--- src/rtl/fibonacci_checker_sat_counter.sv ---
// Saturating event counter: counts up on inc, sticks at all-ones,
// synchronous clear, asynchronous active-low reset.
module sat_counter #(
  parameter int CNT_W = 8
) (
  input  logic             clk,
  input  logic             reset,
  input  logic             clear,
  input  logic             inc,
  output logic [CNT_W-1:0] count
);

  logic [CNT_W-1:0] count_reg;

  // Count register: clear wins over increment; never wraps past all-ones.
  always_ff @(posedge clk or negedge reset) begin
    if (!reset) begin
      count_reg <= '0;
    end else if (clear) begin
      count_reg <= '0;
    end else if (inc && (count_reg != {CNT_W{1'b1}})) begin
      count_reg <= count_reg + CNT_W'(1);
    end
  end

  assign count = count_reg;

endmodule

--- config.mk ---
export PLATFORM = sky130hd
export DESIGN_NAME = sat_counter
export DESIGN_NICKNAME = d
export VERILOG_FILES = /design/src/rtl/fibonacci_checker_sat_counter.sv
export SDC_FILE = /design/constraint.sdc
export NUM_CORES = 1
export LEC_CHECK = 0
export CAP_MARGIN = 20
export CORE_AREA = 2 2 39 41
export CTS_BUF_LIST = sky130_fd_sc_hd__clkbuf_4 sky130_fd_sc_hd__clkbuf_8
export DETAILED_ROUTE_END_ITERATION = 8
export DIE_AREA = 0 0 41 43
export HOLD_SLACK_MARGIN = 0.12
export MAX_ROUTING_LAYER = met4
export PLACE_DENSITY = 0.63
export SYNTH_ARGS = -nofsm -noshare
export SYNTH_HDL_FRONTEND = slang
export SYNTH_SLANG_ARGS = --single-unit
--- constraint.sdc ---
create_clock -name clk -period 2.08 [get_ports clk]
set_input_delay 0.312 -clock clk [delete_from_list [all_inputs] [get_ports clk]]
set_output_delay 0.312 -clock clk [all_outputs]
set_load 0.01 [all_outputs]
==> Word level (Yosys, flattened, before mapping) <==
Cells that the tools add are included.
{ "word_totals": {"ff_bits": 8, "inputBits": 4, "out_inout_bits": 8, "wordCells": 7} }
{ "classes": {"add_sub_neg": 1, "eq_ne": 1, "mux": 2, "n_reduce_logical": 2} }
{ "op_table": {"columns": ["op", "count"], "rows": [
  ["two-way mux 8 bit", 2],
  ["adder 8 x 1 -> 8 bit, second input constant", 1],
  ["!= test 8 bit, second input constant", 1],
  ["nonzero test 2 bit", 1],
  ["logical AND 1 bit", 1]
]} }

==> Logic depth before layout (Yosys ltp) <==
Gate-level depths: netlist of run 1.
{ "depth": {"ltp_word": 4, "depth_mapped": 4, "mapped_depth_nobuf": 4} }

==> Worst setup path before layout of run 1 <==
No wires, ideal clock.
{ "synth_timing": {"path_kind": "reg2reg", "startpoint": "register count_reg[0], in the netlist count[0]", "endpoint": "register count_reg[0], in the netlist count[0]", "setup_time_ns": 0.125, "t_arrival_ns": 1.509, "t_required_ns": 1.955, "slack_ns": 0.446, "stages_incl_launch_ff": 5, "path_buffers": 0, "period_less_slack_ns": 1.634, "path_cell_list": "dfrtp_1 ha_1 and4_2 a21boi_1 mux2_2"} }
{ "synth_via": {"elab_chain_cells": 3, "word_cells_on_any_way": 6, "classes_between": "1 x add/sub; 1 x eq/ne; 2 x mux; 2 x reduce/logical"} }
{ "synth_rtl": {"columns": ["element", "line_no", "text"], "rows": [
  ["start, declared", "13", "logic [CNT_W-1:0] count_reg;"],
  ["start signal, assigned", "22", "count_reg <= count_reg + CNT_W'(1);"],
  ["adder 8 x 1 -> 8 bit / != test 8 bit (equally long branches)", "22, 21", null],
  ["two-way mux 8 bit / logical AND 1 bit (equally long branches)", "21", "end else if (inc && (count_reg != {CNT_W{1'b1}})) begin"],
  ["two-way mux 8 bit / nonzero test 2 bit (equally long branches)", null, null]
]} }
Parallel ways exist; a longest one is shown, timed or not. The select of a mux whose other input is x is not followed.
A chain may end at the register's enable or synchronous reset.

==> Worst setup path after layout of run 1 <==
Same ends and word-level chain as after synthesis.

==> qor.log, run 1 <==
INFO  synthesis      postSynthRegisterBits=8
INFO  cells_and_area diodes=0
INFO  synthesis      synth_top_area_share=0.431
INFO  cells_and_area final_core_util=0.439
INFO  floorplanning  floorplan.core_area=1380µm²
INFO  grt            overall_routing_resource_usage=0.141
INFO  power          ir_drop=0.196mV
INFO  detailed_routing remaining_drc_errors=0
INFO  clock_network  clockRootBuffer=sky130_fd_sc_hd__clkbuf_4
INFO  synthesis      yosysSeqAreaShare=0.431
INFO  sta            totalNegativeSetupSlack=0ns
INFO  critical_path  worst_r2r_startpoint=count[0]$_DFFE_PN0P_
INFO  power          share_clk_of_total_power=0.378
INFO  sta            final-setup-viol-count=0
INFO  sta            final-hold-violation-count=0
INFO  floorplanning  floorplan.die.width=41µm
INFO  detailed_routing antenna_left=0
INFO  clock_network  buffer_levels_on_the_longest_clock_path=2
INFO  floorplanning  floorplan.die_area=1760µm²
INFO  detailed_routing dr.first_iter.drc_count=8
INFO  critical_path  cp-end-kind=flip-flop
INFO  detailed_routing detailedRoute.firstPassIterationCount=4
INFO  critical_path  timing.setup.critical_path_class=flip-flop to flip-flop
INFO  floorplanning  num_rows=14
INFO  placed_design  gpl.final_weighted_congestion=0.678
INFO  critical_path  worstSetupStartpoint=count[0]$_DFFE_PN0P_
INFO  sta            max_freq=0.585GHz
INFO  synthesis      number_of_distinct_standard_cells_referenced_by_the_synthesized_netlist=28
INFO  synthesis      synth_top_area_cell=sky130_fd_sc_hd__dfrtp_1
INFO  power          switching_share=0.240
INFO  critical_path  cp.required=2.22ns
INFO  synthesis      synth.cell_area=464µm²
INFO  placed_design  placement.io_buffers=11
INFO  synthesis      syn-instance-count=49
INFO  power          static-leakage-power=0.238nW
INFO  cells_and_area final_design_area_no_fill=608µm²
INFO  cells_and_area fin_nets=68
INFO  critical_path  endpoint=count[0]$_DFFE_PN0P_
INFO  cells_and_area layout.filler_cells=145
INFO  run_status     status=completed
INFO  grt            antenna_found_initial=0
INFO  clock_network  cts.clk_slew.worst_paths=0.06ns
INFO  power          seq_power_share=0.513
INFO  grt            grt_overflow=0
INFO  synthesis      post_synth_most_frequent_cells=sky130_fd_sc_hd__dfrtp_1, sky130_fd_sc_hd__nor3_1, sky130_fd_sc_hd__a21oi_1, sky130_fd_sc_hd__nand2b_1, sky130_fd_sc_hd__nor2b_1
INFO  critical_path  arrival=1.85ns
INFO  critical_path  cp-start-kind=flip-flop
INFO  power          switchingPower=0.0000771W
INFO  synthesis      ys_dominant_reg_cell=sky130_fd_sc_hd__dfrtp_1
INFO  critical_path  r2r_cells=4
INFO  sta            fin_skew=0.00151ns
INFO  clock_network  clk_latency=0.25ns
INFO  clock_network  cts_num_sinks=8
INFO  sta            relSlewSlack=0.749
INFO  synthesis      post_synth_edffs=0
INFO  detailed_routing num_vias=417
INFO  synthesis      synth_area_leaders=sky130_fd_sc_hd__dfrtp_1, sky130_fd_sc_hd__mux2_2, sky130_fd_sc_hd__nor3_1
INFO  grt            grt_pass1_vias=372
INFO  detailed_routing wire_length_per_cell=12.7µm
INFO  cells_and_area area_growth=31.0%
INFO  detailed_routing avgViaCountPerCell=5.42
INFO  grt            grt_first_pass_wirelength=1610µm
INFO  cells_and_area largest_register_ff_count=8
INFO  synthesis      postSynthAreaPerCell=9.47µm²
INFO  placed_design  dp.final_hpwl=707µm
INFO  clock_network  cts_resized=0
INFO  power          power_per_cell_area=528nW/µm²
INFO  critical_path  path_max_fanout=7
INFO  clock_network  cts_tree=built
INFO  grt            grt_max_degree=12
INFO  floorplanning  starting_density_of_the_core=0.335
INFO  sta            grt_setup_unrepaired=no
INFO  sta            tcrit_tclk_final=0.822
INFO  sta            drv_slew=0
INFO  sta            fin_crit=1.71ns
INFO  detailed_routing total_length_of_routed_wires=980µm
INFO  floorplanning  top_level_ports=12
INFO  synthesis      yosys.cell_count.top_type=sky130_fd_sc_hd__dfrtp_1
INFO  placed_design  dpl-instance-area=586µm²
INFO  power          p_comb_frac=0.110
INFO  clock_network  post-cts-setup-buffers=0
INFO  power          internal_power=0.000244W
INFO  synthesis      synth-async-reset-ratio=1.00
INFO  flow_run       maxCapViolations=0
INFO  cells_and_area layout-drive-gt1-share=0.115
INFO  floorplanning  die_height=43µm
INFO  sta            tightestPinTransition=0.367ns
INFO  synthesis      yosys_warnings=0
INFO  clock_network  cts_made_buffers=3
INFO  clock_network  cts-hold-fix-buffers=0
INFO  critical_path  r2r-end=count[0]$_DFFE_PN0P_
INFO  critical_path  worst-r2r-setup-slack=0.37ns
INFO  synthesis      syn_nets=54
INFO  clock_network  ctsHtreeMaxLevel=1
INFO  min_path       hold_path_class=primary input to async pin
layer usage:
| layer | vias up | part of all wire | track usage |
|---|---|---|---|
| met5 | - | 0 | - |
| met4 | 0 | 0 | 0.0600 |
| met3 | 0 | 0.058 | 0.0628 |
| met2 | 9 | 0.44 | 0.178 |
| met1 | 200 | 0.50 | 0.190 |
| li1 | 208 | - | - |
cell type report:
class                   instances  area [µm²]  area share
repair buffers                 11         110       0.181
well taps                      16        20.0      0.0329
multi-input cells              37         248       0.407
flip-flops and latches          8         200       0.329
clock buffers                   3        22.5      0.0370
inverters                       2        7.51      0.0123
power groups by stage:
stage	registers, W	logic, W	clock network [W]
final	0.000165	0.0000352	0.000121
after global routing	0.000166	0.0000391	0.000138
after CTS	0.000165	0.0000360	0.000126
after detailed placement	0.000168	0.0000357	0
after global placement	0.000168	0.0000358	0
after floorplan	0.000169	0.0000159	0
metrics by stage:
step | power (W) | hold WS, ns | worst slack [ns] | instances
6_report | 0.000321 | 0.338 | 0.371 | 77
5_1_grt | 0.000342 | 0.369 | 0.284 | 77
4_1_cts | 0.000327 | 0.350 | 0.352 | 77
3_5_place_dp | 0.000203 | 0.592 | 0.272 | 74
3_3_place_gp | 0.000204 | 0.573 | 0.335 | 74
2_1_floorplan | 0.000184 | 0.0164 | 0.446 | 49
kinds of logic after synthesis:
logic type,count (synthesis),share of synthesized area
AOI/OAI and AO/OA,9,0.127
adders and majority gates,1,0.0269
buffers and inverters,4,0.0350
DFF,8,0.431
muxes,3,0.0701
and+or+nand+nor,24,0.310
worst max-delay path: stages, from the launching register on:
cell and delay (ns):
sky130_fd_sc_hd__dfrtp_1 0.42, sky130_fd_sc_hd__ha_1 0.30, sky130_fd_sc_hd__and4_2 0.29, sky130_fd_sc_hd__a21boi_1 0.22
sky130_fd_sc_hd__mux2_2 0.36
placed cells by master, fill, tap and decap left out:
cell type	synthesis	layout
sky130_fd_sc_hd__clkbuf_4	0	3
sky130_fd_sc_hd__a41oi_1	1	1
sky130_fd_sc_hd__nor2b_1	3	3
sky130_fd_sc_hd__a2111oi_0	1	1
sky130_fd_sc_hd__and4_1	1	1
sky130_fd_sc_hd__nand2b_1	3	3
sky130_fd_sc_hd__a31oi_1	1	1
sky130_fd_sc_hd__nand4_1	1	1
sky130_fd_sc_hd__and3_1	1	1
sky130_fd_sc_hd__o21ai_0	1	1
sky130_fd_sc_hd__a21oi_1	3	3
sky130_fd_sc_hd__nand3_1	2	2
sky130_fd_sc_hd__nor2_1	2	2
sky130_fd_sc_hd__mux2i_1	1	1
sky130_fd_sc_hd__ha_1	1	1
sky130_fd_sc_hd__nand3_2	1	1
sky130_fd_sc_hd__nor3b_1	1	1
sky130_fd_sc_hd__nor4_1	1	1
sky130_fd_sc_hd__clkdlybuf4s50_1	0	11
sky130_fd_sc_hd__mux2_2	2	2
sky130_fd_sc_hd__dfrtp_1	8	8
sky130_fd_sc_hd__or3_1	1	1
sky130_fd_sc_hd__and4_2	1	1
sky130_fd_sc_hd__a211oi_1	1	1
sky130_fd_sc_hd__a21boi_1	1	1
sky130_fd_sc_hd__inv_1	2	2
sky130_fd_sc_hd__nor3_1	4	4
sky130_fd_sc_hd__nand2_1	2	2
worst min path at each step:
| stage | start | endpoint | depth (start not counted) |
|---|---|---|---|
| after detailed placement | count[7]$_DFFE_PN0P_ | count[7]$_DFFE_PN0P_ | 2 |
| after global routing | reset | count[4]$_DFFE_PN0P_ | 1 |
| after floorplan | reset | count[0]$_DFFE_PN0P_ | 0 |
| final | reset | count[4]$_DFFE_PN0P_ | 1 |
| after CTS | reset | count[4]$_DFFE_PN0P_ | 1 |
| after global placement | count[7]$_DFFE_PN0P_ | count[7]$_DFFE_PN0P_ | 2 |
(Power assumes the default switching activity.)
==> run 2, diff against run 1 <==
Settings changed: PLACE_DENSITY 0.63 to 0.66.
Clock period 2.08 ns to 1.5 ns, I/O delays scaled along.
==> qor.log, run 2 (synthesized netlist as in run 1, its figures left out) <==
INFO  clock_network  cts_num_sinks=8 [unchanged]
INFO  critical_path  path_max_fanout=4 [-3]
INFO  critical_path  cp.required=1.27ns [-0.95 ns]
INFO  critical_path  crit_path_max_incr_delay=0.56ns [+0.14 ns]
INFO  power          power_per_cell_area=708nW/µm² [+34%]
INFO  detailed_routing met3WireLength=51µm [-11%]
INFO  grt            grt_first_pass_wirelength=1810µm [+12%]
INFO  grt            grt_max_degree=9 [-3]
INFO  detailed_routing num_vias=455 [+9.1%]
INFO  sta            tightestPinTransition=0.389ns [+0.0225 ns]
INFO  grt            antenna_found_initial=0 [unchanged]
INFO  placed_design  placement.io_buffers=11 [unchanged]
INFO  detailed_routing dr.first_iter.drc_count=11 [+3]
INFO  detailed_routing wire_length_per_cell=13.4µm [+4.9%]
INFO  detailed_routing antenna_left=0 [unchanged]
INFO  sta            hold_slack=0.249ns [-0.0888 ns]
INFO  clock_network  cts_tree=built
INFO  grt            overall_routing_resource_usage=0.166 [+0.0248]
INFO  critical_path  r2r-end=count[0]$_DFFE_PN0P_
INFO  sta            drv_slew=0 [unchanged]
INFO  critical_path  worst_r2r_startpoint=count[1]$_DFFE_PN0P_
INFO  clock_network  ctsHtreeMaxLevel=1 [unchanged]
INFO  floorplanning  floorplan.die_area=1760µm² [unchanged]
INFO  sta            grt_setup_unrepaired=no
INFO  floorplanning  floorplan.die.width=41µm [unchanged]
INFO  cells_and_area layout-drive-gt1-share=0.310 [+0.195]
INFO  sta            max_freq=0.693GHz
INFO  detailed_routing detail_route.wirelength.met1=558µm [+14%]
INFO  placed_design  placed_insts=82 [+11%]
INFO  critical_path  worst-r2r-setup-slack=0.08ns [-0.29 ns]
INFO  detailed_routing remaining_drc_errors=0 [unchanged]
INFO  floorplanning  num_rows=14 [unchanged]
INFO  critical_path  cpMaxStageDelayCell=sky130_fd_sc_hd__clkdlybuf4s50_1
INFO  sta            relSlewSlack=0.740 [-0.00949]
INFO  power          fin_total_pwr=0.000502W [+56%]
INFO  sta            final-setup-viol-count=0 [unchanged]
INFO  detailed_routing route.top_layer_used=met4
INFO  cells_and_area finish.cell_count_without_fillers=87 [+13%]
INFO  detailed_routing detailedRoute.firstPassIterationCount=4 [unchanged]
INFO  detailed_routing routed-wl-met2=531µm [+23%]
INFO  clock_network  buffer_levels_on_the_longest_clock_path=2 [unchanged]
INFO  detailed_routing avgViaCountPerCell=5.23 [-3.4%]
INFO  clock_network  clockRootBuffer=sky130_fd_sc_hd__clkbuf_4
INFO  sta            fin_crit=1.44ns
INFO  floorplanning  starting_density_of_the_core=0.335 [unchanged]
INFO  sta            tcrit_tclk_final=0.962
INFO  clock_network  cts.clk_slew.worst_paths=0.06ns [about the same]
INFO  power          ir_drop=0.449mV [+130%]
INFO  detailed_routing total_length_of_routed_wires=1160µm [+19%]
INFO  critical_path  cp-start-kind=flip-flop
INFO  critical_path  crit_buf_inv=1 [+1]
INFO  run_status     status=completed
INFO  cells_and_area most_frequent_standard_cell_in_the_layout_excluding_fill_and_tap_cells=sky130_fd_sc_hd__buf_4
INFO  grt            grt_pass1_vias=397 [+6.7%]
INFO  min_path       hold_path_class=primary input to async pin
INFO  critical_path  cp-end-kind=output port
INFO  clock_network  cts-hold-fix-buffers=0 [unchanged]
INFO  clock_network  clk_latency=0.26ns [about the same]
INFO  floorplanning  die_height=43µm [unchanged]
INFO  critical_path  arrival=1.22ns [-0.63 ns]
INFO  sta            fin_skew=0.00223ns [+0.000720 ns]
INFO  sta            final-hold-violation-count=0 [unchanged]
INFO  cells_and_area diodes=0 [unchanged]
INFO  clock_network  cts_made_buffers=3 [unchanged]
INFO  critical_path  timing.critical_path.max_delay_family=buffers and inverters
INFO  grt            grt_overflow=0 [unchanged]
INFO  cells_and_area largest_register_ff_count=8 [unchanged]
INFO  critical_path  r2r_cells=4 [unchanged]
INFO  cells_and_area mostFrequentLayoutCells=sky130_fd_sc_hd__buf_4, sky130_fd_sc_hd__clkdlybuf4s50_1, sky130_fd_sc_hd__dfrtp_1, sky130_fd_sc_hd__nor3_1, sky130_fd_sc_hd__clkbuf_4
INFO  placed_design  gpl.final_weighted_congestion=0.771 [+14%]
INFO  flow_run       maxCapViolations=0 [unchanged]
INFO  cells_and_area fin_nets=77 [+13%]
INFO  critical_path  timing.setup.critical_path_class=flip-flop to output port
INFO  floorplanning  floorplan.core_area=1380µm² [unchanged]
INFO  cells_and_area final_core_util=0.513 [+0.0732]
INFO  floorplanning  top_level_ports=12 [unchanged]
INFO  power          static-leakage-power=0.347nW [+45%]
INFO  critical_path  critical_path.cell_chain=clkdlybuf4s50_1
INFO  cells_and_area area_growth=52.8%
-- run 2: cell types whose count changed in the layout (fill, tap and decap cells not counted) --
| cell | change |
|---|---|
| sky130_fd_sc_hd__dfrtp_1 | -3 |
| sky130_fd_sc_hd__dfrtp_2 | +3 |
| sky130_fd_sc_hd__and4_2 | -1 |
| sky130_fd_sc_hd__a21boi_2 | +1 |
| sky130_fd_sc_hd__buf_4 | +9 |
| sky130_fd_sc_hd__ha_1 | -1 |
| sky130_fd_sc_hd__dlygate4sd2_1 | +2 |
| sky130_fd_sc_hd__a21boi_1 | -1 |
| sky130_fd_sc_hd__clkdlybuf4s50_1 | -5 |
| sky130_fd_sc_hd__ha_4 | +1 |
| sky130_fd_sc_hd__clkbuf_4 | +1 |
| sky130_fd_sc_hd__dlymetal6s2s_1 | +3 |
| sky130_fd_sc_hd__and4_4 | +1 |
-- run 2: area by class of cell --
class                           instances  area (µm²)
Clock buffer                            4        30.0
Fill cell                             134         674
Inverter                                2        7.51
Multi-Input combinational cell         37         265
Sequential cell                         8         204
Tap cell                               16        20.0
Timing Repair Buffer                   20         183
-- run 2: what timing repair did --
item,CTS,global route
setup endpoints to repair,4,3
hold endpoints to repair,0,0
gates resized for setup,3,3
setup buffers,1,0
-- run 2: metal layers --
layer	GRT usage	vias to the layer above
met2	0.213	11
met1	0.224	214
met4	0.120	0
met3	0.0314	4
met5	-	-
li1	-	226
-- run 2: worst max-delay path by stage --
stage,start,cells past startpoint,to
floorplan,count[1]$_DFFE_PN0P_,4,count[0]$_DFFE_PN0P_
global placement,inc,4,count[7]$_DFFE_PN0P_
detailed placement,inc,4,count[7]$_DFFE_PN0P_
CTS,count[5]$_DFFE_PN0P_,1,count[5]
global route,count[4]$_DFFE_PN0P_,1,count[4]
finish,count[4]$_DFFE_PN0P_,1,count[4]
-- run 2: through the flow --
stage	setup TNS [ns]	worst slack, ns	area, µm²
2_1_floorplan	0	0.0561	484
3_3_place_gp	-0.0273	-0.0273	666
3_5_place_dp	-0.0593	-0.0481	666
4_1_cts	0	0.0148	702
5_1_grt	0	0.0143	709
6_report	0	0.0564	709
-- run 2: report_power, final --
group          internal (W)  switching [W]
combinational     0.0000367      0.0000319
clock              0.000121      0.0000853
sequential         0.000222     0.00000581
==> run 3, diff against run 2 <==
Settings changed: CTS_CLUSTER_DIAMETER from default to 120.
==> results of run 3 <==
Final layout, timing and power as in run 2 (identical DEF).
